--- config.mk ---
export PLATFORM = sky130hd
export DESIGN_NAME = pc_fetch_sequencer
export DESIGN_NICKNAME = d
export VERILOG_FILES = /design/src/rtl/pc_fetch_sequencer.sv
export SDC_FILE = /design/constraint.sdc
export NUM_CORES = 1
export LEC_CHECK = 0
export CAP_MARGIN = 10
export CELL_PAD_IN_SITES_DETAIL_PLACEMENT = 2
export CELL_PAD_IN_SITES_GLOBAL_PLACEMENT = 2
export CORE_MARGIN = 4
export CORE_UTILIZATION = 26
export DETAILED_ROUTE_END_ITERATION = 16
export GPL_ROUTABILITY_DRIVEN = 0
export PLACE_DENSITY = 0.74
export SLEW_MARGIN = 30
export SYNTH_ARGS = -nofsm -noshare
export SYNTH_HDL_FRONTEND = slang
export SYNTH_SLANG_ARGS = --single-unit
--- constraint.sdc ---
create_clock -name clock -period 1.9 [get_ports clock]
set_clock_uncertainty 0.05 [all_clocks]
set_input_delay 0.285 -clock clock [delete_from_list [all_inputs] [get_ports clock]]
set_output_delay 0.285 -clock clock [all_outputs]
set_load 0.02 [all_outputs]
--- src/rtl/pc_fetch_sequencer.sv ---
// ---------------------------------------------------------------------------
// pc_fetch_sequencer
//
// Owns the architectural program counter and sequences instruction fetch
// against a request/ready instruction memory port. Each completed handshake
// advances the PC to either PC+1 (wrapping) or the branch target. Every taken
// branch is followed by a single flush bubble. Fetch stops for good when the
// PC would be loaded with HALT_ADDR; only reset leaves the halted state.
//
// Ports
//   clock           in   1           rising-edge clock
//   reset           in   1           asynchronous, active-high reset
//   branch_sig      in   1           branch taken for the instruction being fetched
//   branch_address  in   ADDR_WIDTH  branch target
//   stall           in   1           pipeline hold request from downstream
//   imem_ready      in   1           instruction memory has data for pc
//   pc              out  ADDR_WIDTH  current fetch address (registered)
//   imem_req        out  1           fetch request for pc
//   fetch_valid     out  1           fetch of pc completes this cycle
//   flush           out  1           bubble cycle after a taken branch
//   halted          out  1           sequencer stopped at HALT_ADDR
//   fetch_count     out  CNT_WIDTH   number of completed fetches (wrapping)
// ---------------------------------------------------------------------------
module pc_fetch_sequencer #(
    parameter int unsigned              ADDR_WIDTH   = 10,
    parameter logic [ADDR_WIDTH-1:0]    RESET_VECTOR = '0,
    parameter logic [ADDR_WIDTH-1:0]    HALT_ADDR    = ADDR_WIDTH'(160),
    parameter int unsigned              CNT_WIDTH    = 16
) (
    input  logic                  clock,
    input  logic                  reset,
    input  logic                  branch_sig,
    input  logic [ADDR_WIDTH-1:0] branch_address,
    input  logic                  stall,
    input  logic                  imem_ready,
    output logic [ADDR_WIDTH-1:0] pc,
    output logic                  imem_req,
    output logic                  fetch_valid,
    output logic                  flush,
    output logic                  halted,
    output logic [CNT_WIDTH-1:0]  fetch_count
);

    typedef enum logic [1:0] {
        S_IDLE,
        S_FETCH,
        S_FLUSH,
        S_HALT
    } state_e;

    state_e                state_q, state_d;
    logic [ADDR_WIDTH-1:0] pc_q, pc_d;
    logic [CNT_WIDTH-1:0]  count_q, count_d;

    // Handshake completion for the current cycle, shared by both comb processes.
    logic                  handshake;
    logic [ADDR_WIDTH-1:0] pc_inc;
    logic [ADDR_WIDTH-1:0] pc_next;

    // -----------------------------------------------------------------------
    // State register (state, PC and retired-fetch counter)
    // -----------------------------------------------------------------------
    always_ff @(posedge clock or posedge reset) begin
        if (reset) begin
            state_q <= S_IDLE;
            pc_q    <= RESET_VECTOR;
            count_q <= '0;
        end else begin
            state_q <= state_d;
            pc_q    <= pc_d;
            count_q <= count_d;
        end
    end

    // -----------------------------------------------------------------------
    // Next-state logic
    // -----------------------------------------------------------------------
    always_comb begin
        state_d = state_q;
        pc_d    = pc_q;
        count_d = count_q;

        // Natural truncation to ADDR_WIDTH gives the 2^ADDR_WIDTH wrap.
        pc_inc  = pc_q + ADDR_WIDTH'(1);
        pc_next = branch_sig ? branch_address : pc_inc;

        unique case (state_q)
            S_IDLE: begin
                state_d = S_FETCH;
            end

            S_FETCH: begin
                // Stall and imem_ready=0 both fall through with everything held;
                // branch_sig only matters on a completed handshake.
                if (handshake) begin
                    count_d = count_q + CNT_WIDTH'(1);
                    if (pc_next == HALT_ADDR) begin
                        // PC keeps the address of the last fetched instruction.
                        state_d = S_HALT;
                    end else begin
                        pc_d    = pc_next;
                        state_d = branch_sig ? S_FLUSH : S_FETCH;
                    end
                end
            end

            S_FLUSH: begin
                state_d = S_FETCH;
            end

            S_HALT: begin
                state_d = S_HALT;
            end

            default: begin
                state_d = S_IDLE;
            end
        endcase
    end

    // -----------------------------------------------------------------------
    // Output decode
    // -----------------------------------------------------------------------
    always_comb begin
        imem_req    = (state_q == S_FETCH);
        handshake   = (state_q == S_FETCH) & imem_ready & ~stall;
        fetch_valid = handshake;
        flush       = (state_q == S_FLUSH);
        halted      = (state_q == S_HALT);
        pc          = pc_q;
        fetch_count = count_q;
    end

endmodule
==> summary.md, run 1 <==
Master of the slowest instance on the critical path: sky130_fd_sc_hd__dfrtp_2. The combined area of all synthesized cells is 0.00165 mm², and the area added between synthesis and finish is 66.3%. The async set-reset flop share out of synthesis was 1.00.

On the worst path, the slowest cell contributes a delay of 460 ps. The run finished, with violations left. The clock period minus final worst setup slack was 2150 ps. The mean instance size in the synthesized netlist is 9.82 µm².

The Yosys step of the flow raised 0 warnings. In this run the static leakage power is 1.18 nW. The worst slack at placement is -467 ps. The synthesized design contains 28 register bits. The logs give 0 for the number of pins exceeding their max-slew limit in the final report and 0.425 for the portion of the post-synthesis area used by sequential elements. The maximum level of the CTS H-tree is 1. The power density normalized to cell area was 987 mW/mm²; the width of the die was 87.6 µm. The post-placement cell area was 0.00254 mm²; the HPWL after detailed placement was 4.83 mm.

The count of buffers added on input and output ports is 44. For this block, the initial DRC count from the detailed router was 45. The dominant cell type by count on the critical path is sky130_fd_sc_hd__a21oi_4.

Worst reg2reg path startpoint: pc[1]$_DFFE_PP0P_. Count of pins on the block boundary: 45. The worst setup path is of the reg -> reg kind. STA puts the critical path data required time at 2020 ps. In this run the remaining antenna-violating nets after routing total 0.

In this run, distinct cell masters in the synthesized netlist total 49. The run gives 0.274 as the effective utilization at floorplan. The final reports fail on setup timing. CTS placed an instance of sky130_fd_sc_hd__clkbuf_8 at the clock tree root.

Setup violations remaining at the end of the flow were counted as 12. The slew at the pin with the worst max-slew slack works out to 375 ps. Data arrives at the worst endpoint at 2270 ps. Setup repair after global routing could not meet its margin everywhere. Number of flops mapped to enable cells by yosys: 0. The run gives 0.750 as the relative slew slack. After global routing the overflow that remains totals 0. For this run, design rule violations remaining after detail routing come to 0. Total track usage: 0.176. TritonCTS created 3 clock buffers.

Traced cell by cell, the critical path runs through ha_4, xor2_1, or4_4, a21oi_4, o211a_4, a21oi_4, mux2_4. Once layout is done, the placed cells without fillers occupy 0.00274 mm². For the number of sinks handled by clock tree synthesis, the log shows 28. For the maximum clock insertion buffer count, the log shows 2.

The clock reaches the later pin of the worst-skew pair after 280 ps. The sequential cells in the finished layout cover a total of 706 µm². Max-cap violations in this run came to 0. The clock-pin slew on the worst setup and hold paths is 100 ps. The global-route wire length before repair is 10.4 mm, and the wire length reported by the detailed router is 6.54 mm. TritonCTS built the clock tree. The number of nets handed over by synthesis was 185. Static timing analysis puts the maximum clock frequency at 0.465 GHz. After the flow finishes, the layout carries non-filler instances totaling 340. Largest fanout of any net on the critical path: 5. The cell count after synthesis came out at 168.

Path class of the lowest-slack min-delay path: in -> async. The run gives 2.71 mW as the total design power. The tools report the final-layout setup total negative slack as -2050 ps. Ratio of cells with drive above 1 in the final layout: 0.370. VDD sags by at most 693 µV.

The sort of element at the start of the critical path is a flip-flop. The tools report the worst hold slack as 328 ps. The repair_antennas step left the layout with diodes totalling 0. The run gives 991 µm² as the area of combinational cells with multiple inputs. In this run the worst setup path begins at pc[1]$_DFFE_PP0P_. Across all layers, the routed design uses 1693 vias.

The first TritonRoute pass finished after 4 iterations. Most used flip-flop cell after synthesis: sky130_fd_sc_hd__dfrtp_1. The worst setup path is captured at a flip-flop. The setup slack of the critical path after layout is -251 ps. The part of the cycle the worst path needs is 1.13. The final-report hold violation count is 0, and the final-stage net count is 284. The final core utilization was 0.455.

Measured along the y axis, the die boundary spans 87.6 µm. Dividing the detail-routed via count by the number of cells gives 4.98. The average wire per standard cell is 19.2 µm, and the number of placement rows is 28. The initial antenna violation count is 0. The die covers 0.00768 mm².

The largest net degree at the start of global routing was 29. The run gives 660 as the count of fill cells added during filler insertion. In this run, placement finished with an instance count of 331. The floorplan step defined a core boundary enclosing 0.00603 mm². For the number of global-route vias before repair, the log shows 1912.
sequential cells by signal, summed over array words and instances, names as in the netlist:
register,count
state_q,2
fetch_count,16
pc,10
power by group:
group	internal (mW)	switching (mW)
clock network	0.143	0.190
registers	0.720	0.198
logic	0.759	0.698
total	1.62	1.09
cell type report:
class	count	share of cell area
tap	75	0.0342
clock buffer	3	0.0151
multi-input combinational	123	0.361
inverter	12	0.0173
sequential	28	0.257
timing repair buffer	99	0.315
placed cells by master, fill, tap and decap left out, types with 2 or more instances in the layout:
cell type                         count
sky130_fd_sc_hd__nand2_2              2
sky130_fd_sc_hd__and4_1               2
sky130_fd_sc_hd__and2_1               2
sky130_fd_sc_hd__xnor2_1             14
sky130_fd_sc_hd__dfrtp_1             24
sky130_fd_sc_hd__xor2_1               4
sky130_fd_sc_hd__buf_4               53
sky130_fd_sc_hd__o21ai_1              7
sky130_fd_sc_hd__nor3_1               5
sky130_fd_sc_hd__nor2_1               6
sky130_fd_sc_hd__o211ai_1             3
sky130_fd_sc_hd__clkdlybuf4s50_1     41
sky130_fd_sc_hd__clkbuf_8             3
sky130_fd_sc_hd__buf_6                3
sky130_fd_sc_hd__a21oi_1              4
sky130_fd_sc_hd__nand3_1             10
sky130_fd_sc_hd__and3_2               2
sky130_fd_sc_hd__a21oi_4              2
sky130_fd_sc_hd__or4_4                3
sky130_fd_sc_hd__o221ai_2             2
sky130_fd_sc_hd__dfrtp_2              4
sky130_fd_sc_hd__nand2_1             15
sky130_fd_sc_hd__nand4_1              6
sky130_fd_sc_hd__inv_1               11
cells in the mapped netlist (all sizes together) (3+ instances only):
library cell  instances  share of area
a21oi                 7          0.030
and3                  3          0.013
and4                  3          0.017
clkbuf                3          0.013
dfrtp                28           0.42
inv                  12          0.027
nand2                17          0.039
nand3                12          0.039
nand4                 6          0.023
nor2                  7          0.016
nor2b                 3          0.013
nor3                  6          0.021
o211ai                4          0.027
o21ai                 9          0.027
or3                   3          0.015
or4                   4          0.018
xnor2                14          0.074
xor2                  4          0.021
worst paths after layout:
kind,to,slack [ps],cells after the start
max,pc[1]$_DFFE_PP0P_,-250,7
max in group asynchronous,pc[2]$_DFFE_PP0P_,1180,3
min,fetch_count[7]$_DFFE_PP0P_,330,3
min reg2reg,fetch_count[15]$_DFFE_PP0P_,430,1
max reg2reg,pc[1]$_DFFE_PP0P_,-250,7
min in group clock,fetch_count[15]$_DFFE_PP0P_,430,1
metal layers:
layer	up-vias	track usage	routed length (µm)
met5	-	0	0
met4	0	0.0251	40
met3	2	0.0198	159
met2	28	0.318	3370
met1	868	0.231	2970
li1	795	-	-
kinds of logic (layout without fill, tap and decap cells):
family / Yosys count / after routing / synth area share
xor gates and xnor gates: 18 / 18 / 0.0956
and+or+nand+nor: 67 / 67 / 0.226
buffers and inverters: 17 / 114 / 0.0516
adders and majority gates: 2 / 2 / 0.0152
DFF: 28 / 28 / 0.425
AOI/OAI and AO/OA: 33 / 33 / 0.165
muxes: 3 / 3 / 0.0220
critical path: cells and delay by family (launching register included):
kind	cells	cell delay (ps)
adder cells (fa/ha/maj)	1	190
flip-flops	1	460
multiplexers	1	310
XOR/XNOR	1	140
AND/OR/NAND/NOR	1	450
AO/OA/AOI/OAI	3	440
what timing repair did:
item / 4_1_cts / 5_1_grt
gates resized for setup: 21 / 16
pin swaps: 7 / 10
hold buffers: 0 / 0
setup endpoints to repair: 15 / 18
setup buffers: 4 / 2
(Power assumes the default switching activity.)
==> run 2, diff against run 1 <==
--- a/config.mk
+++ b/config.mk
@@ -8,8 +8,10 @@
 export CAP_MARGIN = 10
 export CELL_PAD_IN_SITES_DETAIL_PLACEMENT = 2
 export CELL_PAD_IN_SITES_GLOBAL_PLACEMENT = 2
+export CORE_ASPECT_RATIO = 1.1
 export CORE_MARGIN = 4
 export CORE_UTILIZATION = 26
+export CTS_CLUSTER_SIZE = 30
 export DETAILED_ROUTE_END_ITERATION = 16
 export GPL_ROUTABILITY_DRIVEN = 0
 export PLACE_DENSITY = 0.74
==> run 2 against run 1 <==
The flow still finishes with violations (setup timing). Combinational power up 3%. Fmax is 2.0% higher. Routed wire length fell by 0.98%. Die area about the same. Power rose by 3.6%. Cell count grew 2.9%. Core utilization increased by 0.34 points. Largest cell class unchanged. Largest power group unchanged.
==> summary.md, run 2 (same netlist as run 1, synthesis figures left out) <==
The ratio of cells with drive above 1 in the final layout was 0.389 (+0.0191). The critical path start-end classification was reg -> reg. The clock-pin slew on the worst setup and hold paths was 110 ps (about the same). The die area came out at 0.00768 mm² (about the same). The total design power came out at 2.81 mW (+3.6%).

For the effective utilization at floorplan, the log shows 0.268 (-0.00578). Combinational share of power: 0.539 (about the same). For the total setup violations reported at the end of the flow, the log shows 11 (-1). Register-to-register setup slack: -210 ps (+40 ps). The width of the die works out to 83.9 µm (-4.2%). The part of the cycle the worst path needs is 1.11 (-0.0222). The count of hold-fix buffers inserted at cts came out at 0 (unchanged). The number of global-route vias before repair came out at 1933 (+1.1%).

The clock period minus final worst setup slack is 2110 ps (-42.2 ps). The tools report the relative slew slack as 0.740 (-0.00981). In the layout the commonest cells are sky130_fd_sc_hd__buf_4 (54), sky130_fd_sc_hd__clkdlybuf4s50_1 (39), sky130_fd_sc_hd__dfrtp_1 (24). Number of buffers inserted by port buffering: 44 (unchanged).

Height of the die: 91.5 µm (+4.4%). The logs give 3.65 mm (+8.3%) for the detailed route wirelength on metal2 and 0.00616 mm² (+2.2%) for the standard cell core area. The final reports fail on setup timing.

The number of flip-flops in the largest register works out to 16 (unchanged). The number of DRC violations after detailed-routing iteration 0 was 73 (+62%); the total of max-cap violations was 0 (unchanged). The logs give 3 (unchanged) for the number of CTS-inserted buffers and 0 (unchanged) for the final-report hold violation count. The number of sinks handled by clock tree synthesis is 28 (unchanged). The tree is rooted in a sky130_fd_sc_hd__clkbuf_8. The first-pass iteration count of the detailed router was 4 (unchanged); the global-route wire length before repair was 10.5 mm (+0.60%). Setup repair after global routing could not meet its margin everywhere. The run gives 182 µm (+14%) as the met3 wire length. The signal arrival time at the worst endpoint is 2240 ps (-30 ps).

The run finished, with violations left. In this run the critical register-to-register path is captured at pc[1]$_DFFE_PP0P_. The number of nets with antenna violations after routing is 0 (unchanged), and the clock insertion delay at the later pin of the skew report is 280 ps (about the same). Final-stage net count: 288 (+1.4%). The switching power is 1.10 mW (+1.4%). The sort of element at the start of the critical path was a flip-flop. The number of placement rows is 30 (+7.1%). TritonCTS built the clock tree. The total number of vias came out at 1709 (+0.95%). The logs give 6.48 mm (-0.98%) for the wire length reported by the detailed router and 4.72 mm (-2.4%) for the HPWL after detailed placement.

The residual DRC count is 0 (unchanged), and the leakage power total is 1.24 nW (+5.1%). The average wire per standard cell was 18.5 µm (-3.8%); the required time at the worst-slack endpoint was 2030 ps (about the same). The worst register-to-register path begins at pc[1]$_DFFE_PP0P_. The path depth of the worst reg2reg path is 8 (+1). The met1 routed wirelength after detailed routing is 2.63 mm (-12%), and the area added between synthesis and finish is 71.2%. The leading cell type in the layout, fill and taps excluded is sky130_fd_sc_hd__buf_4. The number of pins exceeding their max-slew limit in the final report was 0 (unchanged); the switching share of power was 0.393 (-0.00862).

For the largest net degree at the start of global routing, the log shows 29 (unchanged). The final-layout setup total negative slack was -1700 ps (+350 ps); the total congestion overflow was 0 (unchanged). For the maximum level of the CTS H-tree, the log shows 1 (unchanged). The sequential share of power is 0.322 (-0.017). The setup slack of the critical path after layout is -208 ps (+42.2 ps), and the slew at the pin with the worst max-slew slack is 390 ps (+14.7 ps). The tools report the endpoint class of the critical path as a flip-flop.

In this run the worst hold path is classified as in -> async. The peak clock frequency supported by timing came out at 0.474 GHz (+2.0%). The tools report the total track usage as 0.172 (-0.00420).

For the worst ir drop on vdd, the log shows 441 µV (-36%). The proportion of power drawn by the clock network is 0.139 (+0.016), and the largest fanout of any net on the critical path is 5 (unchanged). The maximum clock insertion buffer count is 2 (unchanged). The count of pins on the block boundary was 45 (unchanged); the count of inserted antenna diode cells was 0 (unchanged). The average vias per placed instance was 4.88 (-1.9%). For the internal power contribution, the log shows 1.70 mW (+5.1%). The run gives 0 (unchanged) as the initial antenna violation count. After detailed routing, no signal wire sits above met4. The power density normalized to cell area works out to 994 mW/mm² (+0.67%).
run 2: changes by cell type in the layout (fill, tap and decap cells not counted), sizes merged:
cell	before	now
dlygate4sd2	1	3
clkdlybuf4s50	41	39
buf	56	59
dlymetal6s2s	1	2
clkbuf	3	4
run 2: final cells by class:
type	instances	area (µm²)
fill	662	3330
sequential	28	706
tap	80	100
timing repair buffer	103	903
multi-input combinational	123	1010
inverter	12	47.5
clock buffer	4	55.1
run 2: worst max path at each step:
stage	startpoint	end	slack [ps]	cells after the start
2_1_floorplan	pc[1]$_DFFE_PP0P_	pc[1]$_DFFE_PP0P_	-200	7
4_1_cts	pc[0]$_DFFE_PP0P_	pc[1]$_DFFE_PP0P_	-180	7
6_report	pc[1]$_DFFE_PP0P_	pc[1]$_DFFE_PP0P_	-210	8
3_3_place_gp	branch_sig	pc[1]$_DFFE_PP0P_	-450	7
5_1_grt	pc[2]$_DFFE_PP0P_	pc[1]$_DFFE_PP0P_	-280	8
3_5_place_dp	branch_sig	pc[3]$_DFFE_PP0P_	-560	8
run 2: power by group through the flow:
| stage | sequential (mW) | combinational [mW] | clock [mW] |
|---|---|---|---|
| 3_3_place_gp | 0.892 | 1.26 | 0 |
| 4_1_cts | 0.890 | 1.46 | 0.402 |
| 3_5_place_dp | 0.905 | 1.31 | 0 |
| 2_1_floorplan | 1.02 | 0.450 | 0 |
| 5_1_grt | 0.929 | 1.62 | 0.427 |
| 6_report | 0.903 | 1.51 | 0.390 |
run 2: stage by stage:
stage | utilization | instances | instance area, µm² | hold slack, ps | setup WS [ps]
6_report | 0.459 | 350 | 2820 | 329 | -208
5_1_grt | 0.459 | 350 | 2820 | 383 | -279
4_1_cts | 0.447 | 349 | 2750 | 350 | -183
3_5_place_dp | 0.414 | 337 | 2550 | 436 | -560
3_3_place_gp | 0.414 | 337 | 2550 | 411 | -451
2_1_floorplan | - | 168 | 1670 | 300 | -203
run 2: worst max-delay path, stage by stage (launching register included):
cell                      delay [ps]
sky130_fd_sc_hd__dfrtp_2         410
sky130_fd_sc_hd__ha_4            200
sky130_fd_sc_hd__nand2_4          80
sky130_fd_sc_hd__or4_4           440
sky130_fd_sc_hd__nand3_4          80
sky130_fd_sc_hd__nor3_2           40
sky130_fd_sc_hd__buf_4           160
sky130_fd_sc_hd__a21oi_4         230
sky130_fd_sc_hd__mux2_4          320
run 2: per-layer routing:
| layer | vias to the layer above | track usage |
|---|---|---|
| met5 | - | 0 |
| met4 | 0 | 0.0362 |
| met3 | 2 | 0.0191 |
| met2 | 31 | 0.332 |
| met1 | 866 | 0.202 |
| li1 | 810 | - |
run 2: repair_timing:
item                                    CTS  global route
resized for setup                        30            16
setup buffers                             8             1
pin swaps                                16             2
endpoints found under the setup margin   16            16
